## src/rtl/mux_8_1_pkg.sv

```systemverilog
// Shared constants and types for the registered 8-to-1 multiplexer.
// The optional parity output is enabled by defining MUX_8_1_PARITY_EN.
package mux_8_1_pkg;

  localparam int NUM_IN = 8;
  localparam int SEL_W  = 3;

  typedef logic [SEL_W-1:0] sel_t;

endpackage

```

## src/rtl/mux_8_1_sel.sv

```systemverilog
// Purely combinational 8:1 lane selector; every 3-bit select code maps to one input.
module mux_8_1_sel
  import mux_8_1_pkg::*;
#(
  parameter int WIDTH = 8
) (
  input  logic [WIDTH-1:0] a_1,
  input  logic [WIDTH-1:0] a_2,
  input  logic [WIDTH-1:0] a_3,
  input  logic [WIDTH-1:0] a_4,
  input  logic [WIDTH-1:0] a_5,
  input  logic [WIDTH-1:0] a_6,
  input  logic [WIDTH-1:0] a_7,
  input  logic [WIDTH-1:0] a_8,
  input  sel_t             sel,
  output logic [WIDTH-1:0] d
);

  always_comb begin
    d = a_1;
    case (sel)
      3'd0: d = a_1;
      3'd1: d = a_2;
      3'd2: d = a_3;
      3'd3: d = a_4;
      3'd4: d = a_5;
      3'd5: d = a_6;
      3'd6: d = a_7;
      3'd7: d = a_8;
    endcase
  end

endmodule

```

## src/rtl/mux_8_1.sv

```systemverilog
// Registered 8-to-1 multiplexer with a one-cycle capture path and a valid flag.
// Define MUX_8_1_PARITY_EN to add a registered even-parity output y_par.
module mux_8_1
  import mux_8_1_pkg::*;
#(
  parameter int WIDTH = 8
) (
  input  logic             clk,
  input  logic             rst_n,
  input  logic [WIDTH-1:0] a_1,
  input  logic [WIDTH-1:0] a_2,
  input  logic [WIDTH-1:0] a_3,
  input  logic [WIDTH-1:0] a_4,
  input  logic [WIDTH-1:0] a_5,
  input  logic [WIDTH-1:0] a_6,
  input  logic [WIDTH-1:0] a_7,
  input  logic [WIDTH-1:0] a_8,
  input  sel_t             sel,
  input  logic             in_valid,
  output logic [WIDTH-1:0] y,
  output logic             out_valid
`ifdef MUX_8_1_PARITY_EN
  ,
  output logic             y_par
`endif
);

  // Handshake: in_valid qualifies a_*/sel on the rising edge it is sampled;
  // there is no ready, so every valid cycle is captured and out_valid pulses
  // exactly one cycle later for each capture.

  logic [WIDTH-1:0] w_d;
  logic [WIDTH-1:0] r_y;
  logic             r_valid;

  mux_8_1_sel #(
    .WIDTH (WIDTH)
  ) u_sel (
    .a_1 (a_1),
    .a_2 (a_2),
    .a_3 (a_3),
    .a_4 (a_4),
    .a_5 (a_5),
    .a_6 (a_6),
    .a_7 (a_7),
    .a_8 (a_8),
    .sel (sel),
    .d   (w_d)
  );

  always_ff @(posedge clk or negedge rst_n) begin
    if (!rst_n) begin
      r_y     <= '0;
      r_valid <= 1'b0;
    end else begin
      r_valid <= in_valid;
      if (in_valid) begin
        r_y <= w_d;
      end
    end
  end

  assign y         = r_y;
  assign out_valid = r_valid;

`ifdef MUX_8_1_PARITY_EN
  logic r_par;

  // Parity tracks the captured word, so it only moves when y does.
  always_ff @(posedge clk or negedge rst_n) begin
    if (!rst_n) begin
      r_par <= 1'b0;
    end else if (in_valid) begin
      r_par <= ^w_d;
    end
  end

  assign y_par = r_par;
`endif

endmodule

```

## config.mk

```make
export PLATFORM = sky130hd
export DESIGN_NAME = mux_8_1
export DESIGN_NICKNAME = d
export VERILOG_FILES = /design/src/rtl/mux_8_1_pkg.sv /design/src/rtl/mux_8_1_sel.sv /design/src/rtl/mux_8_1.sv
export SDC_FILE = /design/constraint.sdc
export NUM_CORES = 1
export LEC_CHECK = 0
export BUFFER_PORTS_ARGS = -buffer_cell sky130_fd_sc_hd__buf_2
export CAP_MARGIN = 0
export CORE_UTILIZATION = 40
export CTS_CLUSTER_SIZE = 28
export DETAILED_ROUTE_END_ITERATION = 16
export GPL_TIMING_DRIVEN = 0
export PLACE_DENSITY = 0.81
export SLEW_MARGIN = 5
export SYNTH_ARGS = -nofsm -noshare
export SYNTH_HDL_FRONTEND = slang
export SYNTH_SLANG_ARGS = --single-unit
```

## constraint.sdc

```tcl
create_clock -name clk -period 1.2 [get_ports clk]
set_input_delay 0.12 -clock clk [delete_from_list [all_inputs] [get_ports clk]]
set_output_delay 0.12 -clock clk [all_outputs]
set_load 0.01 [all_outputs]
```

# == After elaboration in Yosys (flattened, before gate mapping) ==
# Cells that the tools add are included.
# word_totals
reg_bits,9
input_bits,70
elab_cells,11
# classes
eq_ne,7
muxes,1
reduce_logical,1
# ops
cell,count
$pmux W8 S8,1
$eq A3 B3 Y1 const B,4
$eq A3 B2 Y1 const B,2
$eq A3 B1 Y1 const B,1
$logic_not A3 Y1,1

# == Depth between registers and ports, before layout ==
# logic_depth
depth_word,2
ltp_mapped,6
depth_no_buf,4

# == Cells and area by module ==
# A second synthesis with hierarchy kept.
# unflattened
hier_cells,57
area_unflattened_um2,924.6
# by_module_without_submodules
module,instances,cells_each,area_per_inst_um2,seq_area_each_um2
mux_8_1_sel,1,39,568.0,0.0
mux_8_1,1,18,356.6,225.2

# == Worst setup path after synthesis ==
# No wires, ideal clock.
# synth_timing
path_type,input to register
start,input port sel[2]
end,"register r_y[6], in the netlist y[6]"
setup_time_ns,0.123
t_arrival_ns,0.895
slack_ns,0.183
stages,5
path_buffers,1
cell_sequence,buf_6 > mux2_1 > nand2_1 > a21oi_1 > o221a_2
# synth_via
elab_chain_len,2
elab_cells_between_ends,9
cone_classes,7 x eq/ne; 1 x mux; 1 x reduce/logical
# synth_rtl
element,line_no,rtl
from (decl),mux_8_1.sv:18,"input sel_t sel,"
"$eq A3 B3 Y1, or another cell as far along",mux_8_1_sel.sv:21,case (sel)
$pmux W8 S8 *,mux_8_1_sel.sv:21,
to (signal assigned),mux_8_1.sv:58,r_y <= w_d;
to (decl),mux_8_1.sv:33,logic [WIDTH-1:0] r_y;
# Mark *: on every way between the ends. The rest lies on a longest branch, timed or not.
# A chain may end at the register's enable or synchronous reset.

# == Final worst setup path ==
# layout_timing
start,input port sel[0]
end,"register r_y[2], in the netlist y[2]"
# Same word-level chain as after synthesis.

==> impl_metrics.csv <==
group,metric,value,unit
finish,design_area,0.00137,mm^2
synth,synth-seq-cells,9,
setup_path,path_max_fanout,10,
route,drt_first_pass_iters,4,
finish,final_cell_mix,"81 x buf_2, 20 x mux2i_1, 9 x dfrtp_1",
cts,ctsResizeCount,0,
route,avgRoutedWirePerCell,13.6,um
route,antenna_left,0,
cts,clk_latency,0.26,ns
setup_path,path_delay_family,"compound AO/OA/AOI/OAI gates",
setup_path,worstPathCellList,"buf_2 -> clkbuf_1 -> a21oi_1 -> a221oi_2 -> o22ai_1",
synth,synth_fp_nets,170,
synth,yosys_warnings,0,
finish,drive_gt1_share,50.8,%
sta,slew-limit-headroom,72.3,%
finish,regArea,225,um^2
route,wirelength,2850,um
synth,synth-async-reset-ratio,100,%
setup_path,cpMaxStageDelayCell,"clkbuf_1",
setup_path,crit_type,"input pin to flip-flop",
min_path,min_path_type,"input pin to flip-flop",
sta,tns,0,ns
cts,htreeDepth,1,
power_and_ir_drop,powerDensity,743,mW/mm^2
sta,finalHoldViolCount,0,
floorplan,fp.coreArea,0.00204,mm^2
finish,final_common_cell,"buf_2",
grt,grt_usage,26.4,%
power_and_ir_drop,finalPower,1.02,mW
finish,diodes,0,
setup_path,cp_num_buf_inv,2,
route,drtIter0Drc,14,
finish,multi_input_area,582,um^2
grt,grt_pass1_wl,4980,um
setup_path,start_kind,"input pin",
grt,grt_pass1_vias,1182,
placed_design,place_congestion,0.844,
sta,clock.fmax,956,MHz
power_and_ir_drop,ir_drop,0.000722,V
setup_path,endpoint_kind,"flip-flop",
floorplan,initial_core_util,44.4,%
synth,synth-main-ff-cell,"dfrtp_1",
finish,n_fill_cell,191,
sta,setup_viol,0,
cts,clk_path_buf_depth,2,
placed_design,hpwl,2330,um
synth,seq_area_frac_synth,24.9,%
grt,antenna_found_initial,0,
synth,syn-cell-area,906,um^2
sta,period_needed,1.05,ns
setup_path,timing.critical_path.arrival,1.17,ns
grt,overflow,0,
sta,grt_setup_unrepaired,"false",
route,drc,0,
placed_design,io_buffers,78,
sta,finalCritPeriodShare,87.1,%
cts,clk_pin_slew_worst_paths,0.06,ns
route,dr_total_vias,1114,
floorplan,chipWidth,49.6,um
grt,grt_max_degree,11,
finish,final_nets,254,
synth,synth_cell_types,29,
outcome,status,"complete, no violations",
placed_design,placed_cell_area,0.00133,mm^2
floorplan,die-area,0.00246,mm^2
sta,tightest_slew,0.415,ns
sta,maxSlewViolCount,0,
cts,cts_buffers,3,
setup_path,cp.required,1.33,ns
sta,fin_skew,0,ns
cts,cts.sinks,9,
synth,synthCells,100,
setup_path,critPathMaxStageDelay,0.35,ns
floorplan,die_y,49.6,um
finish,syn2layout_area_growth,50.8,%
synth,synth-edff-count,0,
cts,cts_tree,"done",
route,via_per_inst,5.30,
run,maxCapViolations,0,
floorplan,fp-row-count,16,
cts,cts-root-buf,"clkbuf_4",
floorplan,ios,79,
power_and_ir_drop,p_leak,0.725,nW
sta,hold_ws,0.0674,ns
synth,syn_avg_cell_area,9.06,um^2
cells in the mapped netlist, drive strengths merged (2+ instances only):
cell type	n	area [um^2]
a211oi	7	52.6
a21oi	2	10.0
buf	7	65.1
dfrtp	9	225
inv	8	30.0
mux2	3	37.5
mux2i	20	200
nand2	5	18.8
nor2	2	7.51
nor3b	7	52.6
o21ai	8	40.0
o221ai	6	52.6
o22ai	7	43.8
metal layers:
metal	up-vias	track usage (%)	share of wire, %
met3	8	7.72	9.5
met4	0	9.05	2.5
met2	75	46.2	47
met1	480	30.3	41
met5	-	0	0
li1	551	-	-
flip-flops by register name (all words and copies together) (netlist names):
signal	cells
out_valid	1
y	8
metrics by stage:
| step | util [%] | cells | setup slack, ns |
|---|---|---|---|
| final | 66.9 | 210 | 0.154 |
| after floorplan | - | 100 | 0.183 |
| after detailed placement | 65.1 | 205 | -0.0977 |
| after global placement | 65.1 | 205 | -0.0678 |
| after global routing | 66.9 | 210 | 0.0453 |
| after CTS | 66.9 | 210 | 0.179 |
worst paths after layout:
check / from / endpoint / slack (ns) / cells after the start
hold reg to reg: y[3] / y[3] / 0.51 / 2
setup / recovery: sel[0] / y[2] / 0.15 / 5
max in group asynchronous: rst_n / y[6] / 0.78 / 2
min in group asynchronous: rst_n / y[0] / 0.24 / 2
setup reg to reg: y[6] / y[6] / 0.40 / 1
hold / removal: in_valid / out_valid / 0.07 / 1
logic make-up (layout without fill, tap and decap cells):
group | Yosys count | after routing | share of synthesized area (%)
AOI/OAI and AO/OA | 33 | 33 | 25.6
muxes | 23 | 23 | 26.2
and+or+nand+nor | 19 | 19 | 12.4
buffers and inverters | 16 | 99 | 10.9
DFF | 9 | 9 | 24.9
what timing repair did:
item                                    in CTS  in global routing
hold buffers                                 1                  0
endpoints found under the hold margin        9                  0
setup buffers                                0                  0
endpoints found under the setup margin       0                  0
power by group:
part	switching, mW	internal [mW]	total, mW
sequential	0.0193	0.341	0.360
clock	0.108	0.128	0.236
combinational	0.197	0.222	0.420
cell type report:
cell class	count	share of cell area (%)
Clock buffer	4	1.92
Sequential cell	9	16.5
Tap cell	27	2.47
Multi-Input combinational cell	75	42.6
Inverter	8	2.20
Timing Repair Buffer	79	29.3
Buffer	8	5.04
No activity file was read; power rests on OpenSTA's default activity.
